## config.mk

```make
export PLATFORM = sky130hd
export DESIGN_NAME = voice_scheduler
export DESIGN_NICKNAME = d
export VERILOG_FILES = /design/src/rtl/voice_scheduler.sv
export SDC_FILE = /design/constraint.sdc
export NUM_CORES = 2
export LEC_CHECK = 0
export CAP_MARGIN = 10
export CORE_MARGIN = 2
export CORE_UTILIZATION = 47
export DETAILED_ROUTE_END_ITERATION = 8
export PLACE_DENSITY = 0.78
export SLEW_MARGIN = 20
export SYNTH_ARGS = -nofsm -noshare
export SYNTH_HDL_FRONTEND = slang
export SYNTH_SLANG_ARGS = --single-unit
```

## constraint.sdc

```tcl
create_clock -name clk -period 5.61 [get_ports clk]
set_input_delay 0.561 -clock clk [delete_from_list [all_inputs] [get_ports clk]]
set_output_delay 0.561 -clock clk [all_outputs]
set_load 0.02 [all_outputs]
```

## src/rtl/voice_scheduler.sv

```systemverilog
// voice_scheduler: polyphonic voice allocator with per-voice attack/sustain/release envelopes.
// Ports:
//   clk, reset_n              system clock, asynchronous active-low reset
//   note_valid / note_ready   event handshake (ready only while the control FSM is idle)
//   note_on, note_num         press(1)/release(0) and note index 0..31
//   note_freq                 Q12.20 frequency, used for presses only
//   frequencies               per-voice frequency words
//   voice_volumes             per-voice Q.20 volume words
//   voice_active              per-voice envelope state != OFF
module voice_scheduler #(
   parameter int unsigned NUM_VOICES   = 8,
   parameter int unsigned TICK_DIV     = 50000,
   parameter int unsigned FULL_VOL     = 32'h0010_0000,
   parameter int unsigned ATTACK_STEP  = 32'h0001_0000,
   parameter int unsigned RELEASE_STEP = 32'h0000_8000
) (
   input  logic                        clk,
   input  logic                        reset_n,
   input  logic                        note_valid,
   output logic                        note_ready,
   input  logic                        note_on,
   input  logic [4:0]                  note_num,
   input  logic [31:0]                 note_freq,
   output logic [NUM_VOICES-1:0][31:0] frequencies,
   output logic [NUM_VOICES-1:0][31:0] voice_volumes,
   output logic [NUM_VOICES-1:0]       voice_active
);
   localparam int unsigned IW = (NUM_VOICES > 1) ? $clog2(NUM_VOICES) : 1;
   localparam int unsigned TW = $clog2(TICK_DIV);
   localparam int unsigned VW = 32;
   localparam int unsigned SW = VW + 1;
   localparam int unsigned NW = 5;

   typedef enum logic [1:0] {CTL_IDLE, CTL_SCAN, CTL_COMMIT} ctl_t;
   typedef enum logic [1:0] {ENV_OFF, ENV_ATTACK, ENV_SUSTAIN, ENV_RELEASE} env_t;
   typedef struct packed {
      logic          on;
      logic [NW-1:0] num;
      logic [VW-1:0] freq;
   } note_ev_t;

   ctl_t                          ctl_q, ctl_d;
   logic [IW-1:0]                 scan_q, scan_d;
   logic                          accept_c;
   note_ev_t                      ev_q;
   logic [TW-1:0]                 tick_q;
   logic                          tick_c;
   env_t                          env_q [NUM_VOICES];
   env_t                          env_d [NUM_VOICES];
   logic [NW-1:0]                 note_q [NUM_VOICES];
   logic [NW-1:0]                 note_d [NUM_VOICES];
   logic [NUM_VOICES-1:0][VW-1:0] freq_d, vol_d;
   logic [IW-1:0]                 ptr_q, ptr_d;
   logic                          rt_hit_q, rt_hit_d, off_hit_q, off_hit_d, rel_hit_q, rel_hit_d;
   logic [IW-1:0]                 rt_idx_q, rt_idx_d, off_idx_q, off_idx_d, rel_idx_q, rel_idx_d;
   logic [VW-1:0]                 rel_vol_q, rel_vol_d;
   logic [IW-1:0]                 sel_c;
   logic                          steal_c;
   logic [SW-1:0]                 sum_c;

   // Envelope tick pulse: one cycle every TICK_DIV clocks.
   assign tick_c = (tick_q == TW'(TICK_DIV - 1));

   // Control FSM next state: IDLE -> SCAN (one voice per cycle) -> COMMIT -> IDLE.
   always_comb begin
      ctl_d    = ctl_q;
      scan_d   = scan_q;
      accept_c = 1'b0;
      case (ctl_q)
         CTL_IDLE: begin
            if (note_valid && note_ready) begin
               accept_c = 1'b1;
               ctl_d    = CTL_SCAN;
               scan_d   = '0;
            end
         end
         CTL_SCAN: begin
            if (scan_q == IW'(NUM_VOICES - 1)) ctl_d = CTL_COMMIT;
            else                               scan_d = scan_q + IW'(1);
         end
         CTL_COMMIT: ctl_d = CTL_IDLE;
         default:    ctl_d = CTL_IDLE;
      endcase
   end

   // Note-on victim: retrigger, else first free, else quietest release, else round-robin steal.
   always_comb begin
      sel_c   = ptr_q;
      steal_c = 1'b0;
      if (rt_hit_q)       sel_c = rt_idx_q;
      else if (off_hit_q) sel_c = off_idx_q;
      else if (rel_hit_q) sel_c = rel_idx_q;
      else                steal_c = 1'b1;
   end

   // Voice bank next state: candidate recording, envelope tick, then commit overrides the tick.
   always_comb begin
      ptr_d     = ptr_q;
      rt_hit_d  = rt_hit_q;
      rt_idx_d  = rt_idx_q;
      off_hit_d = off_hit_q;
      off_idx_d = off_idx_q;
      rel_hit_d = rel_hit_q;
      rel_idx_d = rel_idx_q;
      rel_vol_d = rel_vol_q;
      sum_c     = '0;
      freq_d    = frequencies;
      vol_d     = voice_volumes;
      for (int i = 0; i < NUM_VOICES; i++) begin
         env_d[i]  = env_q[i];
         note_d[i] = note_q[i];
      end

      if (ctl_q == CTL_IDLE) begin
         rt_hit_d  = 1'b0;
         off_hit_d = 1'b0;
         rel_hit_d = 1'b0;
      end else if (ctl_q == CTL_SCAN) begin
         if (!rt_hit_q && env_q[scan_q] != ENV_OFF && note_q[scan_q] == ev_q.num) begin
            rt_hit_d = 1'b1;
            rt_idx_d = scan_q;
         end
         if (!off_hit_q && env_q[scan_q] == ENV_OFF) begin
            off_hit_d = 1'b1;
            off_idx_d = scan_q;
         end
         // Strict less-than keeps the lowest index on equal volumes.
         if (env_q[scan_q] == ENV_RELEASE && (!rel_hit_q || voice_volumes[scan_q] < rel_vol_q)) begin
            rel_hit_d = 1'b1;
            rel_idx_d = scan_q;
            rel_vol_d = voice_volumes[scan_q];
         end
      end

      if (tick_c) begin
         for (int i = 0; i < NUM_VOICES; i++) begin
            case (env_q[i])
               ENV_ATTACK: begin
                  sum_c = {1'b0, voice_volumes[i]} + SW'(ATTACK_STEP);
                  if (sum_c >= SW'(FULL_VOL)) begin
                     vol_d[i] = VW'(FULL_VOL);
                     env_d[i] = ENV_SUSTAIN;
                  end else begin
                     vol_d[i] = sum_c[VW-1:0];
                  end
               end
               ENV_RELEASE: begin
                  if (voice_volumes[i] <= VW'(RELEASE_STEP)) begin
                     vol_d[i] = '0;
                     env_d[i] = ENV_OFF;
                  end else begin
                     vol_d[i] = voice_volumes[i] - VW'(RELEASE_STEP);
                  end
               end
               ENV_OFF: vol_d[i] = '0;
               default: ;
            endcase
         end
      end

      if (ctl_q == CTL_COMMIT) begin
         if (ev_q.on) begin
            env_d[sel_c]  = ENV_ATTACK;
            vol_d[sel_c]  = steal_c ? '0 : voice_volumes[sel_c];
            freq_d[sel_c] = ev_q.freq;
            note_d[sel_c] = ev_q.num;
            if (steal_c) ptr_d = (ptr_q == IW'(NUM_VOICES - 1)) ? '0 : ptr_q + IW'(1);
         end else begin
            for (int i = 0; i < NUM_VOICES; i++) begin
               if (note_q[i] == ev_q.num && (env_q[i] == ENV_ATTACK || env_q[i] == ENV_SUSTAIN)) begin
                  env_d[i] = ENV_RELEASE;
                  vol_d[i] = voice_volumes[i];
               end
            end
         end
      end
   end

   // Control state register.
   always_ff @(posedge clk or negedge reset_n) begin
      if (!reset_n) begin
         ctl_q      <= CTL_IDLE;
         scan_q     <= '0;
         ev_q       <= '0;
         note_ready <= 1'b0;
      end else begin
         ctl_q      <= ctl_d;
         scan_q     <= scan_d;
         note_ready <= (ctl_d == CTL_IDLE);
         if (accept_c) ev_q <= {note_on, note_num, note_freq};
      end
   end

   // Voice bank, candidate and tick registers.
   always_ff @(posedge clk or negedge reset_n) begin
      if (!reset_n) begin
         tick_q        <= '0;
         ptr_q         <= '0;
         rt_hit_q      <= 1'b0;
         rt_idx_q      <= '0;
         off_hit_q     <= 1'b0;
         off_idx_q     <= '0;
         rel_hit_q     <= 1'b0;
         rel_idx_q     <= '0;
         rel_vol_q     <= '0;
         frequencies   <= '0;
         voice_volumes <= '0;
         voice_active  <= '0;
         for (int i = 0; i < NUM_VOICES; i++) begin
            env_q[i]  <= ENV_OFF;
            note_q[i] <= '0;
         end
      end else begin
         tick_q        <= tick_c ? '0 : tick_q + TW'(1);
         ptr_q         <= ptr_d;
         rt_hit_q      <= rt_hit_d;
         rt_idx_q      <= rt_idx_d;
         off_hit_q     <= off_hit_d;
         off_idx_q     <= off_idx_d;
         rel_hit_q     <= rel_hit_d;
         rel_idx_q     <= rel_idx_d;
         rel_vol_q     <= rel_vol_d;
         frequencies   <= freq_d;
         voice_volumes <= vol_d;
         for (int i = 0; i < NUM_VOICES; i++) begin
            env_q[i]        <= env_d[i];
            note_q[i]       <= note_d[i];
            voice_active[i] <= (env_d[i] != ENV_OFF);
         end
      end
   end
endmodule
```

==> flow_summary_export.csv <==
group,metric,value,unit
run_status,status,"finished clean",
global_route,grt_max_degree,140,
pwr,share_clk_of_total_power,0.223,
detailed_routing,drtPass1Iterations,8,
flow_run,cap_viol_max_count,0,
cts,htree_levels,3,
pwr,ir_worst_vdd,0.000373,V
place,numPortBuffers,561,
setup_path,ff2ff_path_depth,10,
worst_hold_path,worstHoldPathType,"flop to flop",
place,place_ws,1.23,ns
pwr,leakage,0.0225,uW
synthesis,syn_avg_cell_area,8.81,sq um
layout,area.growth.synth_to_final,24.9,%
cts,numCtsBuffers,79,
pwr,power_density,516,nW/um^2
synthesis,synthTopCellsByArea,"dfrtp_1 (43%), nand2_1 (11%), mux4_2 (4.4%)",
cts,clock-sinks,683,
synthesis,ys_warn_count,0,
cts,cts_resized,0,
global_route,gr-usage-all-layers,0.420,
sta,clock.fmax,0.224,GHz
setup_path,path_class,"flop to flop",
global_route,use_met2,0.597,
sta,rsz0062_at_grt,"false",
setup_path,ff2ff_setup_slack,1.14,ns
place,hpwl,131000,um
detailed_routing,drc,0,
layout,fin_nets,5094,
synthesis,synth-edff-count,0,
synthesis,synth-main-ff-cell,"dfrtp_1",
die,std_cell_rows,106,
pwr,p_sw_frac,0.476,
sta,min_period,4.47,ns
global_route,grt_use_met3,0.165,
detailed_routing,totalWireLength,187000,um
synthesis,synthArstFlopShare,1.00,
cts,cts_tree,"built",
cts,clk_path_buf_depth,3,
place,gp_congestion,1.10,
cts,insertion_delay,0.68,ns
setup_path,startpoint_type,"flop",
cts,clkTransAtPathRegs,0.06,ns
global_route,gr-total-overflow,0,
sta,timing.final.crit_share,0.796,
setup_path,endpoint_kind,"flop",
global_route,first_global_vias,39057,
synthesis,syn_nets,4667,
detailed_routing,vias,41100,
setup_path,crit_fanout,61,
sta,setup_violations,0,
sta,skew,0.0574,ns
pwr,p_sw,12200,uW
setup_path,r2r_start,"scan_q[1]$_DFFE_PN0P_",
global_route,grt_pass1_wl,269000,um
worst_hold_path,hp-start,"frequencies[126]$_DFFE_PN0P_",
global_route,grt_use_met1,0.535,
worst_hold_path,min_to,"frequencies[126]$_DFFE_PN0P_",
synthesis,synth-seq-cells,683,
detailed_routing,postRouteAntennaNets,0,
layout,final.fill_count,7249,
synthesis,yosys.cell_types.count,104,
layout,final_core_util,0.594,
synthesis,syn_area,39900,sq um
sta,finalMaxSlewViolations,0,
die,num_io_pins,562,
detailed_routing,wl_per_cell,30.4,um
pwr,p_int,13500,uW
setup_path,r2r-end,"rel_vol_q[16]$_DFFE_PN0P_",
die,start_util,0.476,
die,coreArea,83800,sq um
sta,hold_viol_final,0,
synthesis,synth_top_area_frac,0.429,
pwr,seqPwrFrac,0.299,
sta,layout_setup_ws,1.14,ns
die,dieArea,87200,sq um
global_route,grt_antenna_before_repair,10,
place,dp.cells,6005,
worst_hold_path,hold_path_depth,2,
layout,final_layout_size_suffix_gt1_frac,0.111,
synthesis,ys_seq_area_frac,0.429,
setup_path,crit_required,6.12,ns
cts,cts-root-buf,"clkbuf_16",
global_route,busiest_layer,"met2",
setup_path,crit_start,"scan_q[1]$_DFFE_PN0P_",
sta,tns,0,ns
setup_path,arrival,4.98,ns
synthesis,yosys.area.top_type,"dfrtp_1",
detailed_routing,viasPerCell,6.68,
die,die_w,295,um
sta,tightest_slew,1.29,ns
die,die_height,295,um
pwr,pwr-share-comb,0.478,
detailed_routing,first_iter_violations,5531,
synthesis,netlist_instances,4526,
layout,final_cells,6157,
sta,relSlewSlack,0.137,
area by class of cell:
class / instances / area (sq um) / share of cell area
Clock buffer: 109 / 2290 / 0.0460
Sequential cell: 683 / 17100 / 0.343
Tap cell: 1134 / 1420 / 0.0285
Multi-Input combinational cell: 3373 / 21100 / 0.424
Antenna cell: 4 / 10.0 / 0.000201
Clock inverter: 38 / 604 / 0.0121
Timing Repair Buffer: 714 / 6880 / 0.138
Inverter: 102 / 383 / 0.00769
timing repair:
item	CTS	global route
hold buffers	1	0
hold endpoints to repair	48	0
setup buffers	0	0
worst max-delay path, stage by stage, from the launching register on:
cell      delay [ns]
dfrtp_4         1.04
buf_4           0.34
mux4_2          0.51
mux2i_1         0.44
a211oi_1        0.16
nor3_1          0.37
o221ai_1        0.25
o32a_2          0.65
buf_12          0.27
nor2_1          0.12
a21oi_1         0.05
flip-flops by register name (all words and copies together), names as in the netlist:
signal	cells
frequencies	256
rel_hit_q	1
env_q	16
scan_q	3
voice_active	8
tick_q	16
voice_volumes	256
note_q	40
note_ready	1
off_hit_q	1
ev_q	38
rt_idx_q	3
off_idx_q	3
rt_hit_q	1
ctl_q	2
rel_idx_q	3
ptr_q	3
rel_vol_q	32
how the worst max path moves through the flow:
stage / to / cells after the start
2_1_floorplan: rel_vol_q[22]$_DFFE_PN0P_ / 16
3_3_place_gp: rel_vol_q[0]$_DFFE_PN0P_ / 11
3_5_place_dp: rel_vol_q[0]$_DFFE_PN0P_ / 11
4_1_cts: rel_vol_q[0]$_DFFE_PN0P_ / 11
5_1_grt: rel_vol_q[21]$_DFFE_PN0P_ / 12
6_report: rel_vol_q[16]$_DFFE_PN0P_ / 10
cell families after synthesis:
group	Yosys count	synth area share
AO/OA/AOI/OAI	971	0.173
XOR/XNOR	84	0.0184
adder cells (fa/ha/maj)	100	0.0314
buffers and inverters	470	0.0475
flip-flops	683	0.429
multiplexers	192	0.0755
AND/OR/NAND/NOR	2026	0.226
cell usage after synthesis, drive strengths merged, types with 41 or more instances:
| cell | count |
|---|---|
| buf | 110 |
| nand3 | 107 |
| o221ai | 41 |
| o211ai | 42 |
| inv | 102 |
| xnor2 | 53 |
| a21oi | 172 |
| clkbuf | 258 |
| nor2 | 276 |
| nor4 | 77 |
| a22o | 43 |
| dfrtp | 683 |
| o2bb2ai | 43 |
| o21ai | 223 |
| o22ai | 72 |
| mux4 | 78 |
| nand4 | 58 |
| ha | 100 |
| nor3 | 103 |
| nand2 | 1181 |
| mux2 | 91 |
through the flow:
step                      power (uW)  hold WS [ns]  area [sq um]
after floorplan                13700         0.265         39900
after global placement         19200         0.448         46900
after detailed placement       19300         0.461         46900
after CTS                      25000         0.468         49800
after global routing           26400         0.492         49800
final                          25700         0.473         49800
metal layers:
layer / wire length, um / vias up / share of wire
li1: - / 17034 / -
met1: 67600 / 19975 / 0.36
met2: 77800 / 3324 / 0.42
met3: 28200 / 757 / 0.15
met4: 13600 / 10 / 0.073
met5: 64 / - / 0.00034
cells in the final DEF, fill, tap and decap left out, drive strengths merged, types with 100 or more instances in the layout:
cell type,count
clkbuf,109
nor3,103
nand3,107
a21oi,172
inv,104
nand2,1181
ha,100
clkdlybuf4s50,560
buf,153
o21ai,223
nor2,276
dfrtp,683
power groups by stage:
stage	combinational, uW	clock [uW]	sequential (uW)
global route	12600	5980	7740
finish	12300	5740	7690
detailed placement	11600	0	7640
floorplan	6560	0	7130
global placement	11500	0	7620
CTS	11700	5760	7570
No activity file was read; power rests on OpenSTA's default activity.
